File: src/rtl/sram_pkg.sv
// Shared types, default widths and the parity helper for the burst SRAM controller.
// SRAM_PARITY_EN selects the parity-protected memory build.
package sram_pkg;

    localparam int DEFAULT_DATA_WIDTH = 8;
    localparam int DEFAULT_ADDR_WIDTH = 4;
    localparam int DEFAULT_BURST_W    = 3;
    localparam int PARITY_MAX_W       = 64;

    typedef enum logic [1:0] {
        IDLE  = 2'd0,
        WRITE = 2'd1,
        READ  = 2'd2
    } state_e;

    // Even parity; callers zero-extend, which leaves the XOR unchanged.
    function automatic logic parity_bit(input logic [PARITY_MAX_W-1:0] value);
        return ^value;
    endfunction

endpackage

File: src/rtl/sram_shift_in.sv
// Serial-to-parallel deserialiser, MSB first, with a one-cycle word_full pulse.
// clear_i restarts word alignment and suppresses a pending pulse.
module sram_shift_in #(
    parameter int DATA_WIDTH = 8
) (
    input  logic                  clk,
    input  logic                  arst_n,
    input  logic                  serial_in_i,
    input  logic                  shift_i,
    input  logic                  clear_i,
    output logic [DATA_WIDTH-1:0] sr_o,
    output logic                  word_full_o
);

    localparam int CNT_W = $clog2(DATA_WIDTH);
    localparam logic [CNT_W-1:0] LAST_BIT = CNT_W'(DATA_WIDTH - 1);

    logic [DATA_WIDTH-1:0] sr_q, sr_d;
    logic [CNT_W-1:0]      bit_cnt_q, bit_cnt_d;
    logic                  word_full_q, word_full_d;

    always_comb begin
        sr_d        = sr_q;
        bit_cnt_d   = bit_cnt_q;
        word_full_d = 1'b0;
        if (shift_i) begin
            sr_d = {sr_q[DATA_WIDTH-2:0], serial_in_i};
            if (bit_cnt_q == LAST_BIT) begin
                bit_cnt_d   = '0;
                word_full_d = 1'b1;
            end else begin
                bit_cnt_d = bit_cnt_q + CNT_W'(1);
            end
        end
        // Bits gathered before a command are never counted toward its words.
        if (clear_i) begin
            bit_cnt_d   = '0;
            word_full_d = 1'b0;
        end
    end

    always_ff @(posedge clk or negedge arst_n) begin
        if (!arst_n) begin
            sr_q        <= '0;
            bit_cnt_q   <= '0;
            word_full_q <= 1'b0;
        end else begin
            sr_q        <= sr_d;
            bit_cnt_q   <= bit_cnt_d;
            word_full_q <= word_full_d;
        end
    end

    assign sr_o        = sr_q;
    assign word_full_o = word_full_q;

endmodule

File: src/rtl/sram_burst_ctrl.sv
// Burst SRAM controller: serial word loading, register-file array, wrapping burst FSM.
// Define SRAM_PARITY_EN to store an even-parity bit per word and flag read mismatches.
module sram_burst_ctrl
    import sram_pkg::*;
#(
    parameter int DATA_WIDTH = DEFAULT_DATA_WIDTH,
    parameter int ADDR_WIDTH = DEFAULT_ADDR_WIDTH,
    parameter int BURST_W    = DEFAULT_BURST_W
) (
    input  logic                  clk,
    input  logic                  arst_n,
    input  logic                  serial_in,
    input  logic                  shift,
    input  logic                  w_en,
    input  logic                  r_en,
    input  logic [ADDR_WIDTH-1:0] addr,
    input  logic [BURST_W-1:0]    burst_len,
    output logic                  busy,
    output logic                  data_valid,
    output logic [DATA_WIDTH-1:0] data_out,
    output logic                  done,
    output logic                  parity_err
);

    localparam int DEPTH = 2 ** ADDR_WIDTH;
`ifdef SRAM_PARITY_EN
    localparam int MEM_W = DATA_WIDTH + 1;
`else
    localparam int MEM_W = DATA_WIDTH;
`endif

    state_e                state_q;
    logic [ADDR_WIDTH-1:0] ptr_q;
    logic [BURST_W-1:0]    remaining_q;
    logic                  busy_q, data_valid_q, done_q;
    logic [DATA_WIDTH-1:0] data_out_q;

    logic [MEM_W-1:0]      mem_q [DEPTH];
    logic [MEM_W-1:0]      wr_word, rd_word;
    logic [DATA_WIDTH-1:0] sr;
    logic                  word_full, accept, mem_we;

    assign accept = (state_q == IDLE) && (w_en || r_en);
    assign mem_we = (state_q == WRITE) && word_full;

    sram_shift_in #(
        .DATA_WIDTH (DATA_WIDTH)
    ) u_shift_in (
        .clk         (clk),
        .arst_n      (arst_n),
        .serial_in_i (serial_in),
        .shift_i     (shift),
        .clear_i     (accept),
        .sr_o        (sr),
        .word_full_o (word_full)
    );

`ifdef SRAM_PARITY_EN
    logic parity_err_q;
    assign wr_word    = {parity_bit(PARITY_MAX_W'(sr)), sr};
    assign parity_err = parity_err_q;
`else
    assign wr_word    = sr;
    assign parity_err = 1'b0;
`endif

    // Array deliberately has no reset so it maps onto plain memory.
    always_ff @(posedge clk) begin
        if (mem_we) begin
            mem_q[ptr_q] <= wr_word;
        end
    end

    assign rd_word = mem_q[ptr_q];

    always_ff @(posedge clk or negedge arst_n) begin
        if (!arst_n) begin
            state_q      <= IDLE;
            ptr_q        <= '0;
            remaining_q  <= '0;
            busy_q       <= 1'b0;
            data_valid_q <= 1'b0;
            done_q       <= 1'b0;
            data_out_q   <= '0;
`ifdef SRAM_PARITY_EN
            parity_err_q <= 1'b0;
`endif
        end else begin
            data_valid_q <= 1'b0;
            done_q       <= 1'b0;
            case (state_q)
                IDLE: begin
                    if (w_en || r_en) begin
                        state_q     <= w_en ? WRITE : READ;
                        busy_q      <= 1'b1;
                        ptr_q       <= addr;
                        remaining_q <= burst_len;
                    end
                end
                WRITE: begin
                    if (word_full) begin
                        ptr_q <= ptr_q + ADDR_WIDTH'(1);
                        if (remaining_q == '0) begin
                            done_q  <= 1'b1;
                            busy_q  <= 1'b0;
                            state_q <= IDLE;
                        end else begin
                            remaining_q <= remaining_q - BURST_W'(1);
                        end
                    end
                end
                READ: begin
                    data_out_q   <= rd_word[DATA_WIDTH-1:0];
                    data_valid_q <= 1'b1;
`ifdef SRAM_PARITY_EN
                    parity_err_q <= parity_bit(PARITY_MAX_W'(rd_word[DATA_WIDTH-1:0]))
                                    != rd_word[DATA_WIDTH];
`endif
                    ptr_q <= ptr_q + ADDR_WIDTH'(1);
                    if (remaining_q == '0) begin
                        done_q  <= 1'b1;
                        busy_q  <= 1'b0;
                        state_q <= IDLE;
                    end else begin
                        remaining_q <= remaining_q - BURST_W'(1);
                    end
                end
                default: begin
                    state_q <= IDLE;
                    busy_q  <= 1'b0;
                end
            endcase
        end
    end

    assign busy       = busy_q;
    assign data_valid = data_valid_q;
    assign data_out   = data_out_q;
    assign done       = done_q;

endmodule
File: config.mk
export PLATFORM = sky130hd
export DESIGN_NAME = sram_burst_ctrl
export DESIGN_NICKNAME = d
export VERILOG_FILES = /design/src/rtl/sram_pkg.sv /design/src/rtl/sram_shift_in.sv /design/src/rtl/sram_burst_ctrl.sv
export SDC_FILE = /design/constraint.sdc
export NUM_CORES = 1
export LEC_CHECK = 0
export BUFFER_PORTS_ARGS = -buffer_cell sky130_fd_sc_hd__buf_2
export CORE_MARGIN = 2
export CORE_UTILIZATION = 40
export CTS_CLUSTER_SIZE = 28
export DETAILED_ROUTE_END_ITERATION = 10
export MAX_ROUTING_LAYER = met4
export PLACE_DENSITY = 0.54
export SLEW_MARGIN = 25
export SYNTH_ARGS = -nofsm -noshare
export SYNTH_HDL_FRONTEND = slang
export SYNTH_HIERARCHICAL = 1
export SYNTH_SLANG_ARGS = --single-unit
File: constraint.sdc
create_clock -name clk -period 6.8 [get_ports clk]
set_clock_uncertainty 0.15 [all_clocks]
set_input_delay 0.68 -clock clk [delete_from_list [all_inputs] [get_ports clk]]
set_output_delay 0.68 -clock clk [all_outputs]
set_load 0.02 [all_outputs]
* Word level (Yosys, flattened, before mapping) *
Memories as Yosys holds them, arrays and structs flattened. A register that Yosys moved wholly into a read port is not among the register bits.
Index checks and enable logic that the tools add are counted.

operators by class
  add/subtract/negate cells = 3
  multiply operators = 0
  divide/modulo/power cells = 0
  order comparisons = 0
  eq/ne operators = 5
  shift operators = 0
  mux-type cells = 28
  bitwise logic cells = 0
  reduce and logical (&&, ||, !) cells = 10

operators by type and width
  operator                                                                 count
  3-bit 2-to-1 mux                                                         6
  4-bit one-hot mux with 3 select lines                                    1
  1-bit 2-to-1 mux                                                         11
  3-bit one-hot mux with 3 select lines                                    1
  2-bit 2-to-1 mux                                                         4
  4-bit 2-to-1 mux                                                         2
  2-bit one-hot mux with 3 select lines                                    1
  4-bit by 1-bit adder with 4-bit output, second input constant            1
  2-bit by 1-bit inequality test with 1-bit output, second input constant  2
  3-bit by 1-bit adder with 3-bit output, second input constant            1
  3-bit equality test, second input constant                               1
  3-bit zero test                                                          1
  1-bit one-hot mux with 3 select lines                                    1
  3-bit AND reduction                                                      1
  3-bit nonzero test                                                       1
  3-bit by 1-bit subtractor with 3-bit output, second input constant       1
  2-bit by 1-bit equality test with 1-bit output, second input constant    1
  2-bit equality test, second input constant                               1
  1-bit logical AND                                                        2
  2-bit zero test                                                          1
  1-bit one-hot mux with 2 select lines                                    1
  2-bit AND reduction                                                      1
  2-bit nonzero test                                                       1
  1-bit zero test                                                          1
  1-bit logical OR                                                         1

word-level totals
  bits in registers = 24
  bits in latches = 0
  RAM bits = 128
  memory bits (read-only) = 0
  input bits = 13
  output and inout port bits = 12
  word-level logic and storage cells = 56
  memories kept = 1

memory list
  name   depth  width  rd ports  clocked after Yosys merged registers in  wr ports  line                   source
  mem_q  16     8      1         1                                        1         sram_burst_ctrl.sv:38  logic [MEM_W-1:0] mem_q [DEPTH];

* Depth between registers and ports, before layout *
  depth after elaboration = 4
  mapped depth = 8
  gate-level depth less buffers = 6

* Hierarchy *
The synthesis kept the hierarchy.

by module, submodules not included
  module           instances  cells each  area an instance (um2)  sequential area each (um2)
  sram_burst_ctrl  1          387         6125.9                  4344.2
  sram_shift_in    1          32          478.0                   300.3

* Least setup slack after synthesis *
No wires, ideal clock.

  path kind = flip-flop to flip-flop
  start point = register ptr_q[1]
  end point = memory mem_q[0][0] in the netlist's numbering (enable)
  library setup time = 0.383 ns
  data arrival time = 1.814 ns
  required time = 6.267 ns
  slack = 4.453 ns
  cell stages (with the launch flop) = 8
  buffers on the path = 3
  clock period less this slack = 2.347 ns
  path through = dfrtp_1 -> buf_4 -> buf_6 -> buf_2 -> inv_1 -> ha_1 -> nand2_1 -> nor3_1

RTL lines
  element                   line                    source
  start: declaration        sram_burst_ctrl.sv:33   logic [ADDR_WIDTH-1:0] ptr_q;
  start signal: assignment  sram_burst_ctrl.sv:96   ptr_q <= addr;
  start signal: assignment  sram_burst_ctrl.sv:102  ptr_q <= ptr_q + ADDR_WIDTH'(1);
  start signal: assignment  sram_burst_ctrl.sv:119  ptr_q <= ptr_q + ADDR_WIDTH'(1);
  end: declaration          sram_burst_ctrl.sv:38

Straight into the memory's write port.

* Final worst setup path *
  start point = register ptr_q[1]
  end point = memory mem_q[3][5] in the netlist's numbering (enable)

Straight into the memory's write port.

==> metrics.md <==
| Metric | Value |
|---|---|
| Power Dens Cells | `around 420 nW/um2` |
| Setup repair bufs after CTS | `0` |
| Area growth, synth to finish | `13.24%` |
| Post-route worst setup slack | `about 4.2 ns` |
| Net Count, Synth | `444` |
| Post-DRT Antenna Nets | `0` |
| Final hold violation count | `0` |
| Global-route total usage across every layer | `0.1644` |
| Number of buffers on the longest clock path | `2` |
| Setup violators final | `0` |
| Final RePlAce weighted congestion | `around 0.8` |
| Type of the worst setup path | `reg -> reg` |
| Register cell area after layout | `4648 um2` |
| Die Y-Extent | `roughly 130 um` |
| Kind of launch point of the worst setup path | `flip-flop` |
| CP required | `~6.7 ns` |
| Initial Util | `0.4127` |
| Power share of the sequential group | `0.438` |
| Detail-routed via count per cell | `5.154` |
| Clk root buf | `sky130_fd_sc_hd__clkbuf_16` |
| Avg Cell Area, Syn | `between 15 and 20 um2` |
| Via count | `3438` |
| Number of unique standard cell types used by synthesis | `39` |
| Max Cap Violations | `0` |
| Max_slew headroom | `0.3223` |
| Total design power | `between 3 and 4 mW` |
| Number of antenna diodes | `0` |
| # nets final | `463` |
| Part of the Yosys area used for sequential elements | `0.7033` |
| Final max-slew violation count | `0` |
| Hold-fix buffers at CTS | `0` |
| Worst slack after detailed placement | `3.934 ns` |
| Site row count | `between 40 and 50` |
| Highest fanout seen on the critical path | `slightly above 40` |
| Insertion delay of the later-clocked pin in the worst-skew pair | `0.41 ns` |
| DR DRC count | `0` |
| Clock edge transition at the registers on the reported setup and hold paths | `0.06 ns` |
| Final Routed Wirelength | `approximately 13000 um` |
| I/O pins | `25` |
| Fraction of layout instances using a drive strength above 1 | `0.1729` |
| Pin count of the biggest net entering global routing | `42` |
| Crit end category | `flip-flop` |
| Worst IR drop on VDD | `roughly 280 uV` |
| 1st-iter DRT viols | `293` |
| Num Clock Sinks | `160` |
| Clock group share of total power | `0.312` |
| # resized after CTS | `0` |
| Initial antenna violation count | `0` |
| Chip width | `132.5 um` |
| Hold WC Path Type | `in -> async` |
| Peak clock frequency supported by timing | `slightly below 400 MHz` |
| Worst slew pin tran | `between 1 and 1.5 ns` |
| Post-route setup TNS | `0 ns` |
| Global-route wire length before repair | `a little over 20000 um` |
| Setup repair after global routing missed its margin | `no` |
| Average wire per standard cell | `~20 um` |
| Max H-tree Level | `4` |
| Gate Count Post-Synth | `approximately 420` |
| Multi-input gate area | `approximately 1800 um2` |
| Number of buffers added by the clock tree synthesis step | `17` |
| P_leak | `2.700 nW` |
| First drt pass iteration count | `5` |
| CTS tree | `yes` |
| HPWL Detailed | `approximately 8400 um` |
| Overall die area | `17550 um2` |
| P_int | `2.142 mW` |
| NetSw | `1.007 mW` |
| Netlist area before placement | `about 6600 um2` |
| Synthesis Warnings | `6` |
| Arrival time at the worst endpoint | `about 2.5 ns` |
| Standard cell core area | `between 15000 and 20000 um2` |
| Final worst-path cycle share | `0.3800` |
| Post-layout util | `0.4674` |
| Part of the power in combinational logic | `0.250` |
| Vias in the first global route | `roughly 3600` |
| Number of fillers in the final layout | `1435` |
| Grt ovf | `0` |
| Switching Share | `0.3197` |
| Number of flip-flops and latches in the synthesized netlist | `160` |
| Clock period minus final worst setup slack | `between 2 and 3 ns` |
| Outcome | `completed` |
| Buffers added on ports | `23` |
layout by cell type, fill, tap and decap left out, types with 2 or more instances in the layout:
cell type	n
sky130_fd_sc_hd__ha_1	12
sky130_fd_sc_hd__bufinv_16	4
sky130_fd_sc_hd__buf_2	23
sky130_fd_sc_hd__edfxtp_1	128
sky130_fd_sc_hd__buf_4	2
sky130_fd_sc_hd__o21ai_0	7
sky130_fd_sc_hd__a31oi_1	8
sky130_fd_sc_hd__clkinv_4	5
sky130_fd_sc_hd__o22ai_1	18
sky130_fd_sc_hd__nor3_1	8
sky130_fd_sc_hd__mux2_2	9
sky130_fd_sc_hd__mux4_2	8
sky130_fd_sc_hd__inv_1	8
sky130_fd_sc_hd__or3_1	2
sky130_fd_sc_hd__a21boi_0	8
sky130_fd_sc_hd__mux2i_1	52
sky130_fd_sc_hd__nand2_1	14
sky130_fd_sc_hd__nor2b_1	2
sky130_fd_sc_hd__nand2b_1	3
sky130_fd_sc_hd__clkinv_1	2
sky130_fd_sc_hd__or3b_1	3
sky130_fd_sc_hd__a211oi_1	3
sky130_fd_sc_hd__a221oi_2	2
sky130_fd_sc_hd__clkinvlp_4	2
sky130_fd_sc_hd__o211ai_1	8
sky130_fd_sc_hd__dfrtp_1	31
sky130_fd_sc_hd__nor2_1	36
sky130_fd_sc_hd__nand3_1	11
sky130_fd_sc_hd__clkbuf_16	17
area by class of cell:
cell class / instances / area share
sequential: 160 / 0.6215
tap: 216 / 0.03614
inverter: 8 / 0.004015
timing repair buffer: 25 / 0.01740
clock buffer: 18 / 0.05739
multi-input combinational: 226 / 0.2379
clock inverter: 14 / 0.02560
flip-flops by register name, indices dropped and copies added (netlist names):
name,flops
ptr_q,4
remaining_q,3
done,1
data_out,8
state_q,2
u_shift_in/sr_o,8
mem_q,128
u_shift_in/word_full_o,1
u_shift_in/bit_cnt_q,3
busy,1
data_valid,1
cell families after synthesis:
group / count (synthesis) / share of synthesized area
AO/OA/AOI/OAI: 58 / 0.06120
buffers and inverters: 33 / 0.02804
multiplexers: 69 / 0.1214
flip-flops: 160 / 0.7033
AND/OR/NAND/NOR: 86 / 0.06272
adder cells (fa/ha/maj): 12 / 0.02274
other: 1 / 0.0005679
synthesized netlist by cell type:
cell	number	area [um2]
sky130_fd_sc_hd__edfxtp_1	128	3844
sky130_fd_sc_hd__mux2i_1	52	520.5
sky130_fd_sc_hd__nor2_1	36	135.1
sky130_fd_sc_hd__dfrtp_1	32	800.8
sky130_fd_sc_hd__o22ai_1	18	112.6
sky130_fd_sc_hd__nand2_1	14	52.55
sky130_fd_sc_hd__ha_1	12	150.1
sky130_fd_sc_hd__nand3_1	11	55.05
sky130_fd_sc_hd__mux2_2	9	101.4
sky130_fd_sc_hd__nor3_1	9	45.04
sky130_fd_sc_hd__a21boi_0	8	60.06
sky130_fd_sc_hd__a31oi_1	8	50.05
sky130_fd_sc_hd__buf_4	8	60.06
sky130_fd_sc_hd__clkbuf_1	8	30.03
sky130_fd_sc_hd__inv_1	8	30.03
sky130_fd_sc_hd__mux4_2	8	180.2
sky130_fd_sc_hd__o211ai_1	8	60.06
sky130_fd_sc_hd__o21ai_0	7	35.03
sky130_fd_sc_hd__buf_2	4	20.02
sky130_fd_sc_hd__a211oi_1	3	22.52
sky130_fd_sc_hd__nand2b_1	3	18.77
sky130_fd_sc_hd__or3b_1	3	26.28
sky130_fd_sc_hd__a221oi_2	2	30.03
sky130_fd_sc_hd__buf_1	2	7.510
sky130_fd_sc_hd__buf_6	2	22.52
sky130_fd_sc_hd__nor2b_1	2	12.51
sky130_fd_sc_hd__or3_1	2	12.51
sky130_fd_sc_hd__a21oi_1	1	5.000
sky130_fd_sc_hd__a221o_1	1	10.01
sky130_fd_sc_hd__and2_1	1	6.260
sky130_fd_sc_hd__buf_8	1	15.01
sky130_fd_sc_hd__conb_1	1	3.750
sky130_fd_sc_hd__nand3b_1	1	7.510
sky130_fd_sc_hd__nand3b_2	1	11.26
sky130_fd_sc_hd__nand4_1	1	6.260
sky130_fd_sc_hd__nor3b_4	1	18.77
sky130_fd_sc_hd__o2111a_1	1	11.26
sky130_fd_sc_hd__o21a_1	1	7.510
sky130_fd_sc_hd__or2_2	1	6.260
per-stage QoR:
| step | hold WS, ns | cell area (um2) | std cells |
|---|---|---|---|
| final | 0.1939 | 7478 | 667 |
| after global routing | 0.2324 | 7478 | 667 |
| after CTS | 0.1980 | 7471 | 667 |
| after detailed placement | 0.3544 | 6850 | 635 |
| after global placement | 0.3402 | 6850 | 635 |
| after floorplan | 0.2344 | 6604 | 419 |
worst max-delay path: stages, from the launching register on:
cell                      delay [ns]
sky130_fd_sc_hd__dfrtp_4        0.83
sky130_fd_sc_hd__ha_1           0.31
sky130_fd_sc_hd__nand2_1        0.12
sky130_fd_sc_hd__nor3_1         0.79
power groups by stage:
| stage | registers, mW | logic (mW) | clock network, mW |
|---|---|---|---|
| floorplan | 1.31 | 0.664 | 0 |
| global placement | 1.39 | 0.790 | 0 |
| detailed placement | 1.40 | 0.800 | 0 |
| CTS | 1.38 | 0.801 | 0.998 |
| global route | 1.40 | 0.878 | 1.04 |
| finish | 1.38 | 0.788 | 0.982 |
worst paths after layout:
check                      cells past startpoint  slack (ns)                             end                  from
hold reg to reg                                1        0.37                busy$_DFFE_PN0P_      busy$_DFFE_PN0P_
setup reg to reg                               3        4.22           mem_q[3][5]$_DFFE_PP_  ptr_q[1]$_DFFE_PN0P_
min in group clk                               2        0.35  u_shift_in/sr_o[0]$_DFFE_PN0P_             serial_in
hold / removal                                 1        0.19  u_shift_in/sr_o[1]$_DFFE_PN0P_                arst_n
max in group asynchronous                      1        5.72            ptr_q[1]$_DFFE_PN0P_                arst_n
setup / recovery                               3        4.22           mem_q[3][5]$_DFFE_PP_  ptr_q[1]$_DFFE_PN0P_
per-layer routing:
metal / vias up / global-route usage / share of wire
met5: - / - / 0
met4: 0 / 0.05018 / 0.0087
met3: 6 / 0.03985 / 0.043
met2: 69 / 0.2539 / 0.49
met1: 1721 / 0.2168 / 0.46
li1: 1642 / - / -
(Power assumes the default switching activity.)
